**config.mk**
```make
export PLATFORM = sky130hd
export DESIGN_NAME = stream_width_downsizer_flat
export DESIGN_NICKNAME = d
export VERILOG_FILES = /design/src/rtl/stream_width_downsizer_if.sv /design/src/rtl/stream_width_downsizer.sv /design/src/flat_wrapper.sv
export SDC_FILE = /design/constraint.sdc
export NUM_CORES = 1
export LEC_CHECK = 0
export ABC_AREA = 1
export BUFFER_PORTS_ARGS = -buffer_cell sky130_fd_sc_hd__buf_2
export CORE_AREA = 2 2 101 103
export CTS_CLUSTER_DIAMETER = 120
export DETAILED_ROUTE_END_ITERATION = 8
export DIE_AREA = 0 0 103 105
export PLACE_DENSITY = 0.65
export RECOVER_POWER = 50
export SLEW_MARGIN = 15
export SYNTH_ARGS = -nofsm -noshare
export SYNTH_HDL_FRONTEND = slang
export SYNTH_SLANG_ARGS = --single-unit
```
**constraint.sdc**
```tcl
create_clock -name clk_i -period 1.7 [get_ports clk_i]
set_clock_uncertainty 0.05 [all_clocks]
set_input_delay 0.085 -clock clk_i [delete_from_list [all_inputs] [get_ports clk_i]]
set_output_delay 0.085 -clock clk_i [all_outputs]
set_load 0.05 [all_outputs]
```
**src/rtl/stream_width_downsizer_if.sv**
```systemverilog
// Stream bundle for stream_width_downsizer.
//   in_valid_i / in_ready_o / in_data_i / in_beats_i : wide word stream (upstream side)
//   out_valid_o / out_ready_i / out_data_o / out_last_o : narrow beat stream (downstream side)
// Modports:
//   slave  - the downsizer's view (consumes words, produces beats)
//   master - the environment's view (produces words, consumes beats)
interface stream_width_downsizer_if #(
  parameter int unsigned InWidth  = 64,
  parameter int unsigned OutWidth = 16,
  parameter int unsigned BeatW    = $clog2(InWidth / OutWidth) + 1
);
  logic                in_valid_i;
  logic                in_ready_o;
  logic [InWidth-1:0]  in_data_i;
  logic [BeatW-1:0]    in_beats_i;
  logic                out_valid_o;
  logic                out_ready_i;
  logic [OutWidth-1:0] out_data_o;
  logic                out_last_o;

  modport slave (
    input  in_valid_i, in_data_i, in_beats_i, out_ready_i,
    output in_ready_o, out_valid_o, out_data_o, out_last_o
  );

  modport master (
    output in_valid_i, in_data_i, in_beats_i, out_ready_i,
    input  in_ready_o, out_valid_o, out_data_o, out_last_o
  );
endinterface

```
**src/rtl/stream_width_downsizer.sv**
```systemverilog
// Splits each wide valid/ready word into up to Ratio = InWidth/OutWidth narrow
// beats, LSB slice first, flagging the final beat with out_last_o. A word may
// carry fewer valid beats (in_beats_i); its upper slices are never emitted.
// One-entry holding buffer plus beat counter; a new word loads in the same
// cycle the previous word's last beat leaves, so there is no bubble.
// Ports:
//   clk_i  - clock
//   rst_ni - synchronous, active-low reset
//   bus    - stream_width_downsizer_if.slave (word in, beat out)
module stream_width_downsizer #(
  parameter int unsigned InWidth  = 64,
  parameter int unsigned OutWidth = 16
) (
  input  logic                    clk_i,
  input  logic                    rst_ni,
  stream_width_downsizer_if.slave bus
);
  localparam int unsigned Ratio = InWidth / OutWidth;
  localparam int unsigned BeatW = $clog2(Ratio) + 1;
  localparam int unsigned CntW  = (Ratio > 1) ? $clog2(Ratio) : 1;

  if ((InWidth % OutWidth) != 0 || Ratio < 2) begin : g_bad_params
    $fatal(1, "stream_width_downsizer: InWidth must be a multiple of OutWidth with Ratio >= 2");
  end

  logic                           full_q;
  logic [Ratio-1:0][OutWidth-1:0] buf_q;
  logic [BeatW-1:0]               beats_q;
  logic [CntW-1:0]                cnt_q;

  logic in_hs, out_hs, last_beat;

  // 0 or anything above Ratio means a full word.
  function automatic logic [BeatW-1:0] clamp_beats(input logic [BeatW-1:0] b);
    if (b == '0 || b > BeatW'(Ratio)) return BeatW'(Ratio);
    return b;
  endfunction

  assign last_beat       = full_q && (BeatW'(cnt_q) == beats_q - BeatW'(1));
  assign bus.out_valid_o = full_q;
  assign bus.out_data_o  = buf_q[cnt_q];
  assign bus.out_last_o  = last_beat;
  // Combinational from out_ready_i: accept the next word while the last beat leaves.
  assign bus.in_ready_o  = !full_q || (full_q && bus.out_ready_i && last_beat);

  assign in_hs  = bus.in_valid_i && bus.in_ready_o;
  assign out_hs = full_q && bus.out_ready_i;

  always_ff @(posedge clk_i) begin
    if (!rst_ni) begin
      full_q  <= 1'b0;
      buf_q   <= '0;
      beats_q <= BeatW'(Ratio);
      cnt_q   <= '0;
    end else if (in_hs) begin
      // Covers both the idle load and the back-to-back load on a last beat.
      full_q  <= 1'b1;
      buf_q   <= bus.in_data_i;
      beats_q <= clamp_beats(bus.in_beats_i);
      cnt_q   <= '0;
    end else if (out_hs) begin
      if (last_beat) begin
        full_q <= 1'b0;
        cnt_q  <= '0;
      end else begin
        cnt_q <= cnt_q + CntW'(1);
      end
    end
  end

`ifndef SYNTHESIS
  a_in_stable : assert property (@(posedge clk_i) disable iff (!rst_ni)
    (bus.in_valid_i && !bus.in_ready_o) |=>
      (bus.in_valid_i && $stable(bus.in_data_i) && $stable(bus.in_beats_i)))
    else $error("input changed while waiting for in_ready_o");

  a_out_stable : assert property (@(posedge clk_i) disable iff (!rst_ni)
    (bus.out_valid_o && !bus.out_ready_i) |=>
      ($stable(bus.out_data_o) && $stable(bus.out_last_o)))
    else $error("output changed under stall");
`endif
endmodule

```
**src/flat_wrapper.sv**
```systemverilog
// flat-port wrapper written by rule: the top's interface ports become plain ports
module stream_width_downsizer_flat 
#(
  parameter int unsigned InWidth  = 64,
  parameter int unsigned OutWidth = 16
)
  (clk_i, rst_ni, bus_in_valid_i, bus_in_data_i, bus_in_beats_i, bus_out_ready_i, bus_in_ready_o, bus_out_valid_o, bus_out_data_o, bus_out_last_o);
  stream_width_downsizer_if #(.InWidth(InWidth), .OutWidth(OutWidth)) bus_i ();
  input  logic clk_i;
  input  logic rst_ni;
  input wire logic [$bits(bus_i.in_valid_i)-1:0] bus_in_valid_i;
  input wire logic [$bits(bus_i.in_data_i)-1:0] bus_in_data_i;
  input wire logic [$bits(bus_i.in_beats_i)-1:0] bus_in_beats_i;
  input wire logic [$bits(bus_i.out_ready_i)-1:0] bus_out_ready_i;
  output wire logic [$bits(bus_i.in_ready_o)-1:0] bus_in_ready_o;
  output wire logic [$bits(bus_i.out_valid_o)-1:0] bus_out_valid_o;
  output wire logic [$bits(bus_i.out_data_o)-1:0] bus_out_data_o;
  output wire logic [$bits(bus_i.out_last_o)-1:0] bus_out_last_o;
  assign bus_i.in_valid_i = bus_in_valid_i;
  assign bus_i.in_data_i = bus_in_data_i;
  assign bus_i.in_beats_i = bus_in_beats_i;
  assign bus_i.out_ready_i = bus_out_ready_i;
  assign bus_in_ready_o = bus_i.in_ready_o;
  assign bus_out_valid_o = bus_i.out_valid_o;
  assign bus_out_data_o = bus_i.out_data_o;
  assign bus_out_last_o = bus_i.out_last_o;
  stream_width_downsizer #(.InWidth(InWidth), .OutWidth(OutWidth)) u_core (.clk_i(clk_i), .rst_ni(rst_ni), .bus(bus_i));
endmodule
```
* After elaboration in Yosys (flattened, before gate mapping)
Index checks and enable logic that the tools add are counted.
Word-level totals: output and inout bits 19, input bits 71, register bits after elaboration 70, word-level logic and storage cells 36
Cells by class: add/subtract/negate cells 2, eq/ne operators 1, muxes and demuxes 11, $lt $le $gt $ge 2, bitwise operators 1, reductions and logical operators 12
Operator list (count):
- $bmux W16 S2 | 1
- $mux W16 | 1
- $mux W1 | 6
- $mux W3 | 2
- $logic_and A1 B1 Y1 | 4
- $reduce_bool A2 Y1 | 2
- $eq A2 B3 Y1 | 1
- $gt A3 B3 Y1 const B | 1
- $logic_not A3 Y1 | 1
- $lt A2 B3 Y1 const B | 1
- $sub A3 B1 Y3 const B | 1
- $add A2 B1 Y2 const B | 1
- $logic_or A1 B1 Y1 | 2
- $mux W2 | 1
- $reduce_and A2 Y1 | 1
- $reduce_or A2 Y1 | 1
- $logic_not A1 Y1 | 1
- $not A1 Y1 | 1

* Longest topological paths before layout
word-level depth 9, mapped depth 12, mapped depth without buffers 11

* Worst setup path before layout
No wires, ideal clock.
path kind register to register, start reg u_core.full_q (netlist: u_core.bus.out_valid_o), end reg u_core.buf_q[27] in the netlist's numbering, required time 1.586 ns, period minus slack after synthesis 1.880 ns, slack -0.180 ns, library setup time 0.064 ns, buffers on the path 1, stages on the path, launching flop included 8, arrival time 1.766 ns, path through dfxtp_1 o21ai_1 nor2_2 nand3_2 nand2_4 buf_2 a21oi_1 nor2_1
On the way: longest elaborated chain between the ends 4, elaborated cells on any way between the ends 6, those cells by class reduce/logical (6)
RTL lines:
- start, declared | line stream_width_downsizer.sv:26 | logic full_q;
- start signal, assigned | line stream_width_downsizer.sv:51 | full_q <= 1'b0;
- start signal, assigned | line stream_width_downsizer.sv:57 | full_q <= 1'b1;
- start signal, assigned | line stream_width_downsizer.sv:63 | full_q <= 1'b0;
- $logic_and A1 B1 Y1 (on tied branches) | line stream_width_downsizer.sv:44, stream_width_downsizer.sv:39
- $logic_and A1 B1 Y1 | line stream_width_downsizer.sv:44 | assign bus.in_ready_o = !full_q || (full_q && bus.out_ready_i && last_beat);
- $logic_or A1 B1 Y1 (*) | line stream_width_downsizer.sv:44
- via bus_in_ready_o | line flat_wrapper.sv:15 | output wire logic [$bits(bus_i.in_ready_o)-1:0] bus_in_ready_o;
- $logic_and A1 B1 Y1 (*) | line stream_width_downsizer.sv:46 | assign in_hs = bus.in_valid_i && bus.in_ready_o;
- end signal, assigned | line stream_width_downsizer.sv:58 | buf_q <= bus.in_data_i;
- end, declared | line stream_width_downsizer.sv:27 | logic [Ratio-1:0][OutWidth-1:0] buf_q;
The timed path passes the listed nets; every way through them passes the cells marked *. A chain may end at the register's enable or synchronous reset.

* Worst setup path in the final report
start reg u_core.beats_q[0], end reg u_core.buf_q[42] in the netlist's numbering
On the way: longest elaborated chain between the ends 6
RTL lines:
- start, declared | line stream_width_downsizer.sv:28 | logic [BeatW-1:0] beats_q;
- start signal, assigned | line stream_width_downsizer.sv:53 | beats_q <= BeatW'(Ratio);
- start signal, assigned | line stream_width_downsizer.sv:59 | beats_q <= clamp_beats(bus.in_beats_i);
- $sub A3 B1 Y3 | line stream_width_downsizer.sv:39 | assign last_beat = full_q && (BeatW'(cnt_q) == beats_q - BeatW'(1));
- $eq A2 B3 Y1 | line stream_width_downsizer.sv:39
- $logic_and A1 B1 Y1 | line stream_width_downsizer.sv:39
- $logic_and A1 B1 Y1 | line stream_width_downsizer.sv:44
- $logic_or A1 B1 Y1 | line stream_width_downsizer.sv:44
- $logic_and A1 B1 Y1 | line stream_width_downsizer.sv:46
Every way passes these cells.

==> metrics.cfg <==
[status]
status=finished with violations
violations=setup timing

[die]
die_width_um=103
initial_core_util=0.396
die_h_um=105
ioPinCount=90
dieArea_um2=10800
fp-row-count=36
core-area_um2=9640

[timing]
tightest_slew_ns=0.380
period_needed_ns=1.82
finalCritPeriodShare=1.07
drv_slew=0
hold_ws_ns=0.00644
final_hold_viol_count=0
setup_ws_ns=-0.119
fmax_mhz=550
relSlewSlack=0.746
rsz0062_at_grt=true
setup_viol=65

[clocking]
cts-htree-levels=3
clk_path_buf_depth=2
cts_buffers=9
cts.sinks=70
cts_tree=done
cts_root_buf=clkbuf_8
clk_latency_ns=0.35
path_clk_slew_ns=0.08

[final_layout]
syn_to_final_growth_pct=46.1
final_cell_area_um2=5570
layout-drive-gt1-share=0.349
fin_nets=756
n_antenna_cell=0
post-route-util=0.578

[synth]
ys_warn_count=0
synth_fp_nets=639
ys_seq_area_frac=0.368
synthSimpleGateAreaFrac=0.282
muxShareOfSynthArea=0
yosysTopAreaCell=dfxtp_1
syn_area_per_cell_um2=6.74
synth_compound_area_frac=0.198
synth.distinct_cells=25
synth_adder_area_share=0.00656
netlist_top_cells_area=dfxtp_1 37%, nor2_1 10%, a21oi_2 9.2%
synth_xor_area_frac=0.00230
synth_top_family_by_area=simple AND/OR/NAND/NOR gates
syn_inst=566
synth_top_area_share=0.368
synth_area_um2=3810
yosys_register_bits=70

[detailed_routing]
drt_iter0_markers=222
wirelength_um=11800
routed-via-count=4062
drtAntennaViolNets=0
first_pass_iters=5
drc=0
avgViaCountPerCell=4.95
wl_per_cell_um=14.4

[grt]
grt_pass1_vias=3914
overflow=0
grt_max_degree=71
track_usage=0.216
antenna_found_initial=0
grt_pass1_wl_um=18500

[power]
powerDensity_nw_per_um2=850
ir_worst_vdd_mv=0.453
p_leak_nw=2.73

[critical_path]
arrival_ns=2.01
worstPathRequired_ns=1.89
slowest_delay_ns=0.34
critPathBufInv=5
crit_chain=inv_2 -> ha_4 -> inv_2 -> nand2_1 -> nand2_1 -> nor2_2 -> nand3_2 -> nand2_4 -> buf_12 -> buf_12 -> buf_16 -> nand3_2 -> nand2_1 -> nor2_1
startpoint_type=register
slowest_stage=dfxtp_2
worst_path_most_repeated_cell=nand2_1
path_class=register to register
cp_max_fo=8
end_kind=register
cpLargestDelayFamily=simple AND/OR/NAND/NOR gates

[placed_design]
hpwl_um=7590
post-place-ws_ns=-0.101
place_area_um2=4540
portBuffers=89
routabilityCongestion=0.816

[flow_run]
maxCapViolations=0

[worst_hold_path]
holdCritPathClass=input port to register

==> cells in the final DEF, fill, tap and decap left out, types with 2 or more instances in the layout <==
cell type / instances
inv_2: 4
clkbuf_16: 3
nand2_4: 2
dlygate4sd3_1: 27
buf_4: 21
nand2_1: 77
inv_1: 68
o22ai_2: 16
nand3_1: 54
dfxtp_2: 4
o21ai_1: 10
dfxtp_1: 65
clkinvlp_4: 2
buf_2: 70
a21oi_2: 46
nor2_1: 102
bufinv_16: 2
buf_16: 4
clkbuf_8: 9
o21ai_0: 22
nand2_2: 2
buf_12: 13
buf_6: 13
a21oi_1: 20
buf_8: 2
nand3_2: 17
==> where the power goes <==
part           leakage, nW  switching (W)  internal [W]
Clock                0.106       0.000661      0.000830
Sequential           0.582       0.000103       0.00178
Combinational         2.05       0.000743      0.000618
==> cell type report <==
| class | count | area, um^2 |
|---|---|---|
| clock buffers | 9 | 124 |
| clock inverters | 7 | 97.6 |
| fillers | 908 | 4070 |
| inverters | 73 | 277 |
| multi-input cells | 376 | 2100 |
| flip-flops and latches | 70 | 1410 |
| well taps | 133 | 166 |
| repair buffers | 153 | 1400 |
==> per-stage QoR <==
step                total power, W  std cells  setup TNS (ns)
floorplan                  0.00268        566               0
finish                     0.00473        821           -3.36
global placement           0.00296        764           -1.57
detailed placement         0.00298        764           -3.18
global route               0.00497        821          -11.11
CTS                        0.00471        818           -6.50
==> path summary, 6_finish.rpt <==
| path | to | start | depth (start not counted) | slack (ns) |
|---|---|---|---|---|
| hold reg to reg | u_core.buf_q[31]$_SDFFE_PN0P_ | u_core.buf_q[31]$_SDFFE_PN0P_ | 2 | 0.42 |
| hold / removal | u_core.buf_q[37]$_SDFFE_PN0P_ | bus_in_data_i[37] | 5 | 0.006 |
| setup / recovery | u_core.buf_q[42]$_SDFFE_PN0P_ | u_core.beats_q[0]$_SDFFE_PN0P_ | 14 | -0.12 |
| setup reg to reg | u_core.buf_q[42]$_SDFFE_PN0P_ | u_core.beats_q[0]$_SDFFE_PN0P_ | 14 | -0.12 |
==> sequential cells by signal, summed over array words and instances, names as in the netlist <==
register,cells
u_core.beats_q,3
u_core.buf_q,64
u_core.bus.out_valid_o,1
u_core.cnt_q,2
==> synth_stat cells, drive strengths merged <==
cell type and instances:
nor2 103, nand2 81, inv 73, nand3 71
dfxtp 70, a21oi 66, o21ai 33, buf 30
clkbuf 17, o22ai 16, ha 2, a21boi 1
nand3b 1, or2 1, xor2 1
==> cells by family (layout without fill, tap and decap cells) <==
logic type | Yosys count | count (layout)
and+or+nand+nor | 257 | 257
buffers and inverters | 120 | 242
AOI/OAI and AO/OA | 116 | 116
DFF | 70 | 70
adders and majority gates | 2 | 2
xor gates and xnor gates | 1 | 1
==> timing repair <==
item | 4_1_cts | 5_1_grt
setup buffers | 6 | 2
hold buffers | 27 | 0
hold endpoints to repair | 27 | 0
gates resized for setup | 71 | 33
cloned | 5 | 3
setup endpoints to repair | 84 | 88
pin swaps | 16 | 6
==> worst register-to-register path, cell delays in order (launching register included) <==
cell and delay (ns):
dfxtp_2 0.34, inv_2 0.05, ha_4 0.25, inv_2 0.03, nand2_1 0.04, nand2_1 0.05, nor2_2 0.11, nand3_2 0.10
nand2_4 0.11, buf_12 0.16, buf_12 0.14, buf_16 0.12, nand3_2 0.05, nand2_1 0.06, nor2_1 0.05
==> routing by layer <==
metal | track usage | up-vias | part of all wire
met1 | 0.287 | 1876 | 0.44
met4 | 0.0705 | 0 | 0.017
li1 | - | 2037 | -
met5 | 0 | - | 0
met2 | 0.342 | 132 | 0.48
met3 | 0.0495 | 17 | 0.057
Power figures use the tool's default switching activity.
